<file path="config.mk">
export PLATFORM = sky130hd
export DESIGN_NAME = four_in_and_gate_b
export DESIGN_NICKNAME = d
export VERILOG_FILES = /design/src/rtl/four_in_and_gate_b_pkg.sv /design/src/rtl/four_in_and_gate_b_and2_cell.sv /design/src/rtl/four_in_and_gate_b.sv
export SDC_FILE = /design/constraint.sdc
export NUM_CORES = 1
export LEC_CHECK = 0
export ABC_CLOCK_PERIOD_IN_PS = 1600
export CORE_AREA = 8 8 45 47
export DETAILED_ROUTE_END_ITERATION = 6
export DIE_AREA = 0 0 53 55
export GPL_ROUTABILITY_DRIVEN = 0
export HOLD_SLACK_MARGIN = 0.15
export PLACE_DENSITY_LB_ADDON = 0.05
export SLEW_MARGIN = 20
export SYNTH_ARGS = -nofsm -noshare
export SYNTH_HDL_FRONTEND = slang
export SYNTH_SLANG_ARGS = --single-unit
export TNS_END_PERCENT = 30
</file>
<file path="constraint.sdc">
create_clock -name clk -period 1.6 [get_ports clk]
set_input_delay 0.24 -clock clk [delete_from_list [all_inputs] [get_ports clk]]
set_output_delay 0.24 -clock clk [all_outputs]
set_load 0.03 [all_outputs]
</file>
<file path="src/rtl/four_in_and_gate_b_pkg.sv">
// -----------------------------------------------------------------------------
// four_and_pkg
// Shared constants and types for the registered four-input AND cell.
//   DEF_WIDTH : default data width of every operand and result
//   DEF_CNT_W : default width of the optional g-high event counter
//   data_t    : operand vector type at the default width
//   CNT_MAX   : saturation value of the counter at the default width
// -----------------------------------------------------------------------------
package four_and_pkg;

    localparam int DEF_WIDTH = 1;
    localparam int DEF_CNT_W = 16;

    typedef logic [DEF_WIDTH-1:0] data_t;

    localparam logic [DEF_CNT_W-1:0] CNT_MAX = {DEF_CNT_W{1'b1}};

endpackage : four_and_pkg

</file>
<file path="src/rtl/four_in_and_gate_b_and2_cell.sv">
// -----------------------------------------------------------------------------
// and2_cell
// Purely combinational bitwise 2-input AND: y = x0 & x1.
// Ports:
//   x0 : WIDTH-bit operand 0
//   x1 : WIDTH-bit operand 1
//   y  : WIDTH-bit result
// -----------------------------------------------------------------------------
module and2_cell
    import four_and_pkg::*;
#(
    parameter int WIDTH = DEF_WIDTH
) (
    input  logic [WIDTH-1:0] x0,
    input  logic [WIDTH-1:0] x1,
    output logic [WIDTH-1:0] y
);

    // One gate per bit; no interaction between bit lanes.
    for (genvar gi = 0; gi < WIDTH; gi++) begin : g_bit
        assign y[gi] = x0[gi] & x1[gi];
    end

endmodule : and2_cell

</file>
<file path="src/rtl/four_in_and_gate_b.sv">
// -----------------------------------------------------------------------------
// four_in_and_gate_b
// Registered four-input bitwise AND built from three 2-input AND stages
// (e = a&b, f = c&d, g = e&f). All three products come from the same input
// sample and are registered together, so g never mixes cycles.
//
// Optional build macro: FOUR_AND_CNT_EN adds the CNT_W parameter and the
// saturating g_count output, counting valid samples whose g is all-ones.
//
// Ports:
//   clk       : rising-edge clock
//   rst_n     : asynchronous active-low reset
//   in_valid  : a, b, c, d valid this cycle
//   a, b, c, d: WIDTH-bit operands
//   out_valid : e, f, g were updated from a valid sample on the last edge
//   g_count   : CNT_W-bit saturating event counter (FOUR_AND_CNT_EN only)
//   e, f, g   : registered a&b, c&d, a&b&c&d
// -----------------------------------------------------------------------------
module four_in_and_gate_b
    import four_and_pkg::*;
#(
    parameter int WIDTH = DEF_WIDTH
`ifdef FOUR_AND_CNT_EN
    ,
    parameter int CNT_W = DEF_CNT_W
`endif
) (
    input  logic             clk,
    input  logic             rst_n,
    input  logic             in_valid,
    input  logic [WIDTH-1:0] a,
    input  logic [WIDTH-1:0] b,
    input  logic [WIDTH-1:0] c,
    input  logic [WIDTH-1:0] d,
    output logic             out_valid,
`ifdef FOUR_AND_CNT_EN
    output logic [CNT_W-1:0] g_count,
`endif
    output logic [WIDTH-1:0] e,
    output logic [WIDTH-1:0] f,
    output logic [WIDTH-1:0] g
);

    // Combinational products of the current sample.
    logic [WIDTH-1:0] e_d;
    logic [WIDTH-1:0] f_d;
    logic [WIDTH-1:0] g_d;

    logic [WIDTH-1:0] e_q;
    logic [WIDTH-1:0] f_q;
    logic [WIDTH-1:0] g_q;
    logic             valid_q;

    and2_cell #(.WIDTH(WIDTH)) u_ab (
        .x0 (a),
        .x1 (b),
        .y  (e_d)
    );

    and2_cell #(.WIDTH(WIDTH)) u_cd (
        .x0 (c),
        .x1 (d),
        .y  (f_d)
    );

    // Fed from the unregistered partials so g is built from the same sample.
    and2_cell #(.WIDTH(WIDTH)) u_ef (
        .x0 (e_d),
        .x1 (f_d),
        .y  (g_d)
    );

    // Products load only on valid samples; otherwise they hold.
    always_ff @(posedge clk or negedge rst_n) begin
        if (!rst_n) begin
            e_q     <= '0;
            f_q     <= '0;
            g_q     <= '0;
            valid_q <= 1'b0;
        end else begin
            valid_q <= in_valid;
            if (in_valid) begin
                e_q <= e_d;
                f_q <= f_d;
                g_q <= g_d;
            end
        end
    end

    assign e         = e_q;
    assign f         = f_q;
    assign g         = g_q;
    assign out_valid = valid_q;

`ifdef FOUR_AND_CNT_EN
    localparam logic [CNT_W-1:0] CNT_TOP = {CNT_W{1'b1}};

    logic [CNT_W-1:0] g_count_q;
    logic [CNT_W-1:0] g_count_d;

    // Count valid samples with every bit of g set; stick at the top value.
    always_comb begin
        g_count_d = g_count_q;
        if (in_valid && (g_d == {WIDTH{1'b1}}) && (g_count_q != CNT_TOP)) begin
            g_count_d = g_count_q + 1'b1;
        end
    end

    always_ff @(posedge clk or negedge rst_n) begin
        if (!rst_n) begin
            g_count_q <= '0;
        end else begin
            g_count_q <= g_count_d;
        end
    end

    assign g_count = g_count_q;
`endif

endmodule : four_in_and_gate_b

</file>
==> results of run 1 <==
-- per-layer routing --
layer,up-vias,global-route usage,part of all wire
met5,-,0,0
met4,0,0.0776,0.031
met3,2,0.0401,0.094
met2,7,0.0469,0.49
met1,63,0.0321,0.38
li1,69,-,-
-- worst paths after layout --
kind / to / slack [ns] / cells after the start
worst max-delay path: g / 0.1 / 1
worst min-delay path: f / 0.20 / 1
worst max register to register: e / 0.98 / 2
worst min register to register: f / 0.52 / 2
max in group asynchronous: e / 1.23 / 1
min in group clk: f / 0.52 / 2
-- registers in the layout (all words and copies together) (netlist names) --
register / cells
e: 1
f: 1
g: 1
out_valid: 1
-- Yosys cell counts (all sizes together) --
library cell / number / share of area
dfrtp: 4 / 0.68
inv: 3 / 0.076
mux2i: 1 / 0.068
nand3: 2 / 0.068
nand4: 1 / 0.042
o21ai: 2 / 0.068
-- logic make-up (layout without fill, tap and decap cells) --
kind of cell / count (synthesis) / in the layout
AO/OA/AOI/OAI: 2 / 2
multiplexers: 1 / 1
flip-flops: 4 / 4
buffers and inverters: 3 / 16
AND/OR/NAND/NOR: 3 / 3
-- final cells by class --
class | instances | area, um2 | area share
Multi-Input combinational cell | 6 | 36.3 | 0.125
Tap cell | 16 | 20.0 | 0.0690
Sequential cell | 4 | 100 | 0.345
Timing Repair Buffer | 10 | 100 | 0.345
Clock buffer | 3 | 22.5 | 0.0776
Inverter | 3 | 11.3 | 0.0388
-- where the power goes --
part           internal (mW)  total, mW  switching (mW)
Clock                 0.0843      0.132          0.0473
Sequential             0.108      0.111         0.00277
Combinational         0.0263     0.0508          0.0245
Total                  0.219      0.293          0.0746
==> flow_summary.json, run 1 <==
{
  "cp_cell_sequence": "clkdlybuf4s50_1",
  "timing.final.hold_violations": 0,
  "fmax_mhz": 666,
  "final.fill_count": 153,
  "layout-drive-gt1-share": 0.115,
  "critPathRequiredTime_ns": 1.36,
  "fin_worst_hold_slack_ns": 0.202,
  "globalRoute.totalOverflow": 0,
  "synth_area_per_cell_um2": 11.4,
  "postLayoutSetupSlackWorst_ns": 0.0975,
  "yosys.area_share.xor_xnor": 0,
  "net_count_reported_at_finish": 35,
  "synth-compound-area-share": 0.0678,
  "r2r_start": "e",
  "timing.critical_path.max_delay_family": "buffers and inverters",
  "synth_area_um2": 148,
  "endpoint_kind": "output port",
  "crit_path_start_kind": "flop",
  "detailroute.via_count": 141,
  "placedCellCount": 39,
  "via_per_inst": 3.36,
  "synthesized_net_count": 20,
  "maxCapViolations": 0,
  "routed_wl_um": 456,
  "pin_count_of_the_biggest_net_entering_global_routing": 7,
  "synth-seq-cells": 4,
  "yosysSeqAreaShare": 0.678,
  "die_w_um": 53,
  "antenna_left": 0,
  "post_layout_nonfiller_instances": 42,
  "tightestPinTransition_ns": 0.312,
  "area_growth_syn_to_layout_pct": 96.6,
  "clkLatencyLatePin_ns": 0.24,
  "num_rows": 14,
  "worst-setup-path-type": "reg2out",
  "critical_path_s_largest_stage_delay_ns": 0.68,
  "post_cts_resize_count": 0,
  "power_density_nw_per_um2": 1010,
  "synthSimpleGateAreaFrac": 0.110,
  "antenna_found_initial": 0,
  "ys_warn_count": 0,
  "most-common-layout-cells": "sky130_fd_sc_hd__clkdlybuf4s50_1 (10), sky130_fd_sc_hd__dfrtp_1 (4), sky130_fd_sc_hd__inv_1 (3), sky130_fd_sc_hd__clkbuf_4 (3)",
  "worstPathArrival_ns": 1.26,
  "core-area_um2": 1380,
  "yosys.area_share.adder": 0,
  "vdd_ir_drop_max_mv": 0.286,
  "max-clock-path-buffers": 2,
  "portBuffers": 10,
  "layout.cell_area.non_filler_um2": 290,
  "drv_slew": 0,
  "setup_tns_ns": 0,
  "period_utilization": 0.939,
  "final_period_minus_worst_setup_slack_ns": 1.50,
  "status": "finished, final reports clean",
  "global_route.usage.total": 0.0427,
  "finalClockSkew_ns": 0,
  "static-leakage-power_nw": 0.121,
  "routed_wire_length_per_instance_um": 10.9,
  "clock_tree_from_tritoncts": "done",
  "wire_length_of_the_first_global_routing_pass_um": 690,
  "drcViolationCount": 0,
  "ios": 11,
  "post_synth_inst_count": 13,
  "synth.area.mux_share": 0.0678,
  "cp-startpoint": "g",
  "layout_commonest_cell": "sky130_fd_sc_hd__clkdlybuf4s50_1",
  "post_synthesis_cell_type_count": 6,
  "grt_setup_unrepaired": "false",
  "clkTransAtPathRegs_ns": 0.04,
  "grt_pass1_vias": 156,
  "max-slew-margin-rel": 0.791,
  "maximum_level_of_the_cts_h_tree": 1,
  "drt-pass1-iter-count": 1,
  "die_h_um": 55,
  "dp_hpwl_um": 360,
  "dr.first_iter.drc_count": 0,
  "post_cts_buffers": 0,
  "timing.final.setup_violations": 0,
  "die-area_um2": 2920,
  "cts-root-buf": "sky130_fd_sc_hd__clkbuf_4",
  "crit_path_max_fanout": 2,
  "synth_top_family_by_area": "simple AND/OR/NAND/NOR gates",
  "floorplan.initialDensity": 0.107,
  "placedInstanceArea_um2": 268,
  "insertedDiodeCount": 0,
  "numClockSinks": 4,
  "min-delay-path-class": "in2async",
  "post_layout_utilization_of_the_core": 0.210,
  "place_worst_setup_slack_ns": 0.353,
  "hold_buffers": 0,
  "cts_inserted_buffers": 3,
  "worst-path-buf-inv": 1,
  "fin_total_pwr_uw": 293,
  "crit_path_slowest_cell": "sky130_fd_sc_hd__clkdlybuf4s50_1"
}
No activity file was read; power rests on OpenSTA's default activity.
==> run 2: changes to the inputs <==
HOLD_SLACK_MARGIN = 0.03   (was 0.15)
==> results of run 2 <==
Final layout, timing and power as in run 1 (identical DEF).
==> run 3: changes to the inputs <==
ABC_CLOCK_PERIOD_IN_PS = 1800   (was 1600)
SLEW_MARGIN = 0   (was 20)
clock period = 1.8 ns   (was 1.6 ns; I/O delays follow)
==> results of run 3 <==
The final DEF is identical to that of run 1. Status: finished, final reports clean.
Main changes from that run: setup slack after placement 0.353 ns -> 0.523 ns; setup slack after layout 0.0975 ns -> 0.267 ns; hold slack 0.202 ns -> 0.232 ns; register-to-register setup slack 0.98 ns -> 1.18 ns; total power 0.293 mW -> 0.261 mW; worst IR drop on VDD 0.286 mV -> 0.254 mV
